## src/rtl/instr_encoder.sv

```systemverilog
// ============================================================================
// Module   : instr_encoder
// Purpose  : Packs decoded RV32I fields into machine words, buffers them in a
//            FIFO and streams them out with sequential byte addresses.
//            Optional macro INSTR_ENCODER_RANGE_CHECK_EN enables immediate
//            range checking (err_range).
// Revision : 1.0 - initial release
// ============================================================================
`default_nettype none

module instr_encoder #(
  parameter int                DEPTH     = 4,
  parameter int                ADDR_W    = 32,
  parameter logic [ADDR_W-1:0] BASE_ADDR = '0
) (
  input  logic              clk,
  input  logic              reset,
  input  logic              restart,
  input  logic              in_valid,
  output logic              in_ready,
  input  logic [2:0]        in_op,
  input  logic [4:0]        in_rd,
  input  logic [4:0]        in_rs1,
  input  logic [4:0]        in_rs2,
  input  logic [2:0]        in_funct3,
  input  logic [6:0]        in_funct7,
  input  logic [31:0]       in_imm,
  output logic              out_valid,
  input  logic              out_ready,
  output logic [31:0]       out_instr,
  output logic [ADDR_W-1:0] out_addr,
  output logic [ADDR_W-1:0] words_out,
  output logic              err_illegal,
  output logic              err_range
);

  localparam int PTR_W = (DEPTH > 1) ? $clog2(DEPTH) : 1;
  localparam int CNT_W = PTR_W + 1;
  localparam logic [CNT_W-1:0] FULL_CNT = CNT_W'(DEPTH);

  localparam logic [2:0] OP_LW  = 3'd0;
  localparam logic [2:0] OP_SW  = 3'd1;
  localparam logic [2:0] OP_R   = 3'd2;
  localparam logic [2:0] OP_BEQ = 3'd3;
  localparam logic [2:0] OP_I   = 3'd4;
  localparam logic [2:0] OP_JAL = 3'd5;

  localparam logic [6:0] OPC_LOAD   = 7'b0000011;
  localparam logic [6:0] OPC_STORE  = 7'b0100011;
  localparam logic [6:0] OPC_REG    = 7'b0110011;
  localparam logic [6:0] OPC_BRANCH = 7'b1100011;
  localparam logic [6:0] OPC_IMM    = 7'b0010011;
  localparam logic [6:0] OPC_JAL    = 7'b1101111;

  logic [31:0]       mem [DEPTH];
  logic [PTR_W-1:0]  rd_ptr;
  logic [PTR_W-1:0]  wr_ptr;
  logic [CNT_W-1:0]  count;
  logic [CNT_W-1:0]  count_next;
  logic              ready_q;
  logic [ADDR_W-1:0] addr_q;
  logic [ADDR_W-1:0] words_q;
  logic              illegal_q;

  logic [31:0] enc_word;
  logic        enc_legal;
  logic        range_ok;
  logic        accept;
  logic        push;
  logic        pop;

  always_comb begin
    enc_word  = '0;
    enc_legal = 1'b1;
    case (in_op)
      OP_LW:   enc_word = {in_imm[11:0], in_rs1, 3'b010, in_rd, OPC_LOAD};
      OP_SW:   enc_word = {in_imm[11:5], in_rs2, in_rs1, 3'b010, in_imm[4:0], OPC_STORE};
      OP_R:    enc_word = {in_funct7, in_rs2, in_rs1, in_funct3, in_rd, OPC_REG};
      OP_BEQ:  enc_word = {in_imm[12], in_imm[10:5], in_rs2, in_rs1, 3'b000,
                           in_imm[4:1], in_imm[11], OPC_BRANCH};
      OP_I:    enc_word = {in_imm[11:0], in_rs1, in_funct3, in_rd, OPC_IMM};
      OP_JAL:  enc_word = {in_imm[20], in_imm[10:1], in_imm[11], in_imm[19:12],
                           in_rd, OPC_JAL};
      default: enc_legal = 1'b0;
    endcase
  end

`ifdef INSTR_ENCODER_RANGE_CHECK_EN
  logic fits12;
  logic fits13;
  logic fits21;
  logic err_range_q;

  // A value fits N signed bits when every bit from N-1 upward matches the sign.
  assign fits12 = (&in_imm[31:11]) | ~(|in_imm[31:11]);
  assign fits13 = (&in_imm[31:12]) | ~(|in_imm[31:12]);
  assign fits21 = (&in_imm[31:20]) | ~(|in_imm[31:20]);

  always_comb begin
    range_ok = 1'b1;
    case (in_op)
      OP_LW, OP_SW, OP_I: range_ok = fits12;
      OP_BEQ:             range_ok = fits13 & ~in_imm[0];
      OP_JAL:             range_ok = fits21 & ~in_imm[0];
      default:            range_ok = 1'b1;
    endcase
  end

  always_ff @(posedge clk) begin
    if (reset) begin
      err_range_q <= 1'b0;
    end else if (accept && enc_legal && !range_ok) begin
      err_range_q <= 1'b1;
    end
  end

  assign err_range = err_range_q;
`else
  logic unused_imm_bits;

  assign range_ok        = 1'b1;
  assign err_range       = 1'b0;
  assign unused_imm_bits = ^{in_imm[31:21], in_imm[0]};
`endif

  // restart (and reset) take priority over any handshake in the same cycle.
  assign accept = in_valid && ready_q && !restart && !reset;
  assign push   = accept && enc_legal && range_ok;
  assign pop    = out_valid && out_ready && !restart && !reset;

  assign count_next = count + CNT_W'(push) - CNT_W'(pop);

  always_ff @(posedge clk) begin
    if (reset || restart) begin
      rd_ptr  <= '0;
      wr_ptr  <= '0;
      count   <= '0;
      ready_q <= 1'b1;
      addr_q  <= BASE_ADDR;
      words_q <= '0;
    end else begin
      count   <= count_next;
      ready_q <= (count_next != FULL_CNT);
      if (push) begin
        wr_ptr <= wr_ptr + PTR_W'(1);
      end
      if (pop) begin
        rd_ptr  <= rd_ptr + PTR_W'(1);
        addr_q  <= addr_q + ADDR_W'(4);
        words_q <= words_q + ADDR_W'(1);
      end
    end
  end

  always_ff @(posedge clk) begin
    if (push) begin
      mem[wr_ptr] <= enc_word;
    end
  end

  always_ff @(posedge clk) begin
    if (reset) begin
      illegal_q <= 1'b0;
    end else if (accept && !enc_legal) begin
      illegal_q <= 1'b1;
    end
  end

  assign in_ready    = ready_q;
  assign out_valid   = (count != '0);
  assign out_instr   = out_valid ? mem[rd_ptr] : 32'h0;
  assign out_addr    = addr_q;
  assign words_out   = words_q;
  assign err_illegal = illegal_q;

endmodule

`default_nettype wire

```

## config.mk

```make
export PLATFORM = sky130hd
export DESIGN_NAME = instr_encoder
export DESIGN_NICKNAME = d
export VERILOG_FILES = /design/src/rtl/instr_encoder.sv
export SDC_FILE = /design/constraint.sdc
export NUM_CORES = 1
export LEC_CHECK = 0
export BUFFER_PORTS_ARGS = -buffer_cell sky130_fd_sc_hd__buf_2
export CAP_MARGIN = 20
export CORE_UTILIZATION = 50
export CTS_BUF_LIST = sky130_fd_sc_hd__clkbuf_4 sky130_fd_sc_hd__clkbuf_8 sky130_fd_sc_hd__clkbuf_16
export CTS_CLUSTER_DIAMETER = 60
export DETAILED_ROUTE_END_ITERATION = 12
export GPL_ROUTABILITY_DRIVEN = 1
export GPL_TIMING_DRIVEN = 0
export HOLD_SLACK_MARGIN = 0.02
export PLACE_DENSITY = 0.76
export SLEW_MARGIN = 20
export SYNTH_ARGS = -nofsm -noshare
export SYNTH_HDL_FRONTEND = slang
export SYNTH_SLANG_ARGS = --single-unit
```

## constraint.sdc

```tcl
create_clock -name clk -period 2.8 [get_ports clk]
set_clock_uncertainty 0.05 [all_clocks]
set_input_delay 0.7 -clock clk [delete_from_list [all_inputs] [get_ports clk]]
set_output_delay 0.7 -clock clk [all_outputs]
set_load 0.01 [all_outputs]
```

==> reports/metrics.cfg <==
[clock_network]
cts_root_buf=clkbuf_16
clk-insertion-delay-late_ns=0.42
htreeDepth=4
path_clk_slew_ns=0.07
clk_path_buf_depth=2
cts_tree=yes
numCtsBuffers=17
cts.sinks=193

[worst_setup_path]
cp.required_ns=2.05
critPathKind=flip-flop to output pin
start_kind=flip-flop
critPathCaptureType=output pin
crit_fanout=10
worst_ep_arrival_time_ns=1.95

[route]
route.detailed.drc=0
wl_mm=18.19
drtIter0Drc=414
via_per_inst=5.481
wl_per_cell_um=16.80
dr.pass1.iters=5
vias=5936
ant_nets=0

[yosys]
ys_async_sr_fraction_pct=0
yosys-top-cells-area=edfxtp_1 (43%), dfxtp_1 (17%), mux4_2 (8.0%)
synth.avg_cell_area_um2=12.50
syn_area_mm2=0.008448
synthCells=676
synth_edf_count=120
synth_top_area_cell=edfxtp_1
synthDistinctLibCells=52
synth.top_cell.area_share_pct=42.65
synth.ff_latch_count=193
yosysWarnings=0
yosysSeqAreaShare_pct=59.95
ys.flop_type=edfxtp_1

[finish]
final_common_cell=buf_2
antenna_cells=0
area_delta_synth_final_pct=21.19
fin_nets=924
layout-drive-gt1-share_pct=29.55
final_cell_mix=buf_2 (150), edfxtp_1 (120), dfxtp_1 (72)
utilization_pct=61.96

[die]
core-area_mm2=0.01652
die_area_mm2=0.01742
die_w_um=132.0
row_count=47
io_pins=165
die_h_um=132.0
start_util_pct=51.12

[power]
cellLeakagePower_uw=0.003758
cellPowerDensity_mw_per_mm2=552.8
power_uw=5660
peakVddDrop_uv=416.8

[timing]
finalSetupTns_ns=0
setup_viol=0
tightestPinTransition_ns=0.7382
hold_ws_ns=0.4302
report.final.slew_viol_count=0
fin_crit_ns=2.697
max_freq_ghz=0.3708
layout_setup_ws_ns=0.1031
fin_crit_sh_pct=96.32
hold_viol_final=0
slew-limit-headroom_pct=50.69

[global_routing]
grt_overflow=0
grt_usage_pct=21.64
antenna_found_initial=1
grt_pass1_wl_mm=29.30
grt_max_degree=24
grt_pass1_vias=5629

[place]
dp.final_hpwl_mm=12.83
place_congestion=0.8359
port_buffers=148
pre_cts_slack_ns=-0.3992

[hold_path]
hold_class=flip-flop to flip-flop

[outcome]
outcome=completed

[run]
cap_viol_max_count=0

power breakdown:
part,internal (uW),switching [uW],total [uW]
clock network,1250,1090,2340
registers,3050,4.65,3050
logic,105,161,266
cells by family (layout without fill, tap and decap cells):
| family | count (synthesis) | count (layout) | synth area share, % |
|---|---|---|---|
| AOI/OAI and AO/OA | 73 | 73 | 5.539 |
| xor gates and xnor gates | 50 | 50 | 5.184 |
| adders and majority gates | 9 | 9 | 1.422 |
| buffers and inverters | 60 | 245 | 3.021 |
| DFF | 193 | 193 | 59.95 |
| muxes | 39 | 39 | 9.064 |
| other | 1 | 3 | 0.04439 |
| and+or+nand+nor | 251 | 251 | 15.77 |
state kept, by name, summed over array words and instances (netlist names), named ones only:
register / cells
mem: 120
words_out: 32
out_addr: 30
count: 3
rd_ptr: 2
wr_ptr: 2
err_illegal: 1
in_ready: 1
repair_timing:
action / in CTS / in global routing
endpoints found under the setup margin: 34 / 25
pin swaps: 0 / 1
setup buffers: 0 / 1
gates resized for setup: 19 / 13
hold buffers: 0 / 0
gates cloned: 0 / 0
final timing paths:
path	start	endpoint	slack, ns	depth (start not counted)
worst min register to register	words_out[31]	words_out[31]	0.43	2
worst min-delay path	words_out[31]	words_out[31]	0.43	2
worst max-delay path	count[1]	out_instr[1]	0.10	5
worst max register to register	count[1]	in_ready	0.23	12
area by class of cell:
cell class	instances	area, um2
inverter	22	82.58
tap	220	275.3
buffer	38	214.0
fill	1323	6286
clock inverter	15	153.9
multi-input combinational	425	3171
clock buffer	17	425.4
sequential	193	5066
timing repair buffer	153	850.8
stage by stage:
step,instance area (um2),cells
floorplan,8478,678
global placement,9494,1046
detailed placement,9602,1050
CTS,10200,1082
global route,10240,1083
finish,10240,1083
metal layers:
layer	global-route usage [%]	up-vias	routed length, um
li1	-	2822	-
met1	29.15	2889	8265
met2	34.83	202	8522
met3	5.267	23	1155
met4	6.395	0	250
met5	0	-	0
worst max-delay path: stages, from the launching register on:
cell and delay [ns]:
dfxtp_1 0.39, or3_4 0.46, clkbuf_2 0.23, and2_1 0.19, buf_4 0.12, buf_2 0.13
synth_stat cells, types with 2 or more instances:
cell and n:
edfxtp_1 120, dfxtp_1 73, nor2_1 64, nand2_1 42, and2_1 38, xnor2_1 36, mux4_2 30, clkbuf_1 24
inv_1 22, nand3_1 20, nor4_1 19, a21oi_1 17, o21ai_0 16, nand4_1 14, xor2_1 14, o22ai_1 13
mux2i_1 9, or3_1 9, and4_1 8, ha_1 8, nor2b_1 8, a22oi_1 7, nor3_1 7, a22o_1 6
a2bb2oi_1 5, buf_1 5, buf_4 5, or4_1 4, and3_1 3, or2_2 3, a31o_2 2, buf_2 2
nand3b_1 2, nor3b_1 2, o31ai_1 2
(Power assumes the default switching activity.)
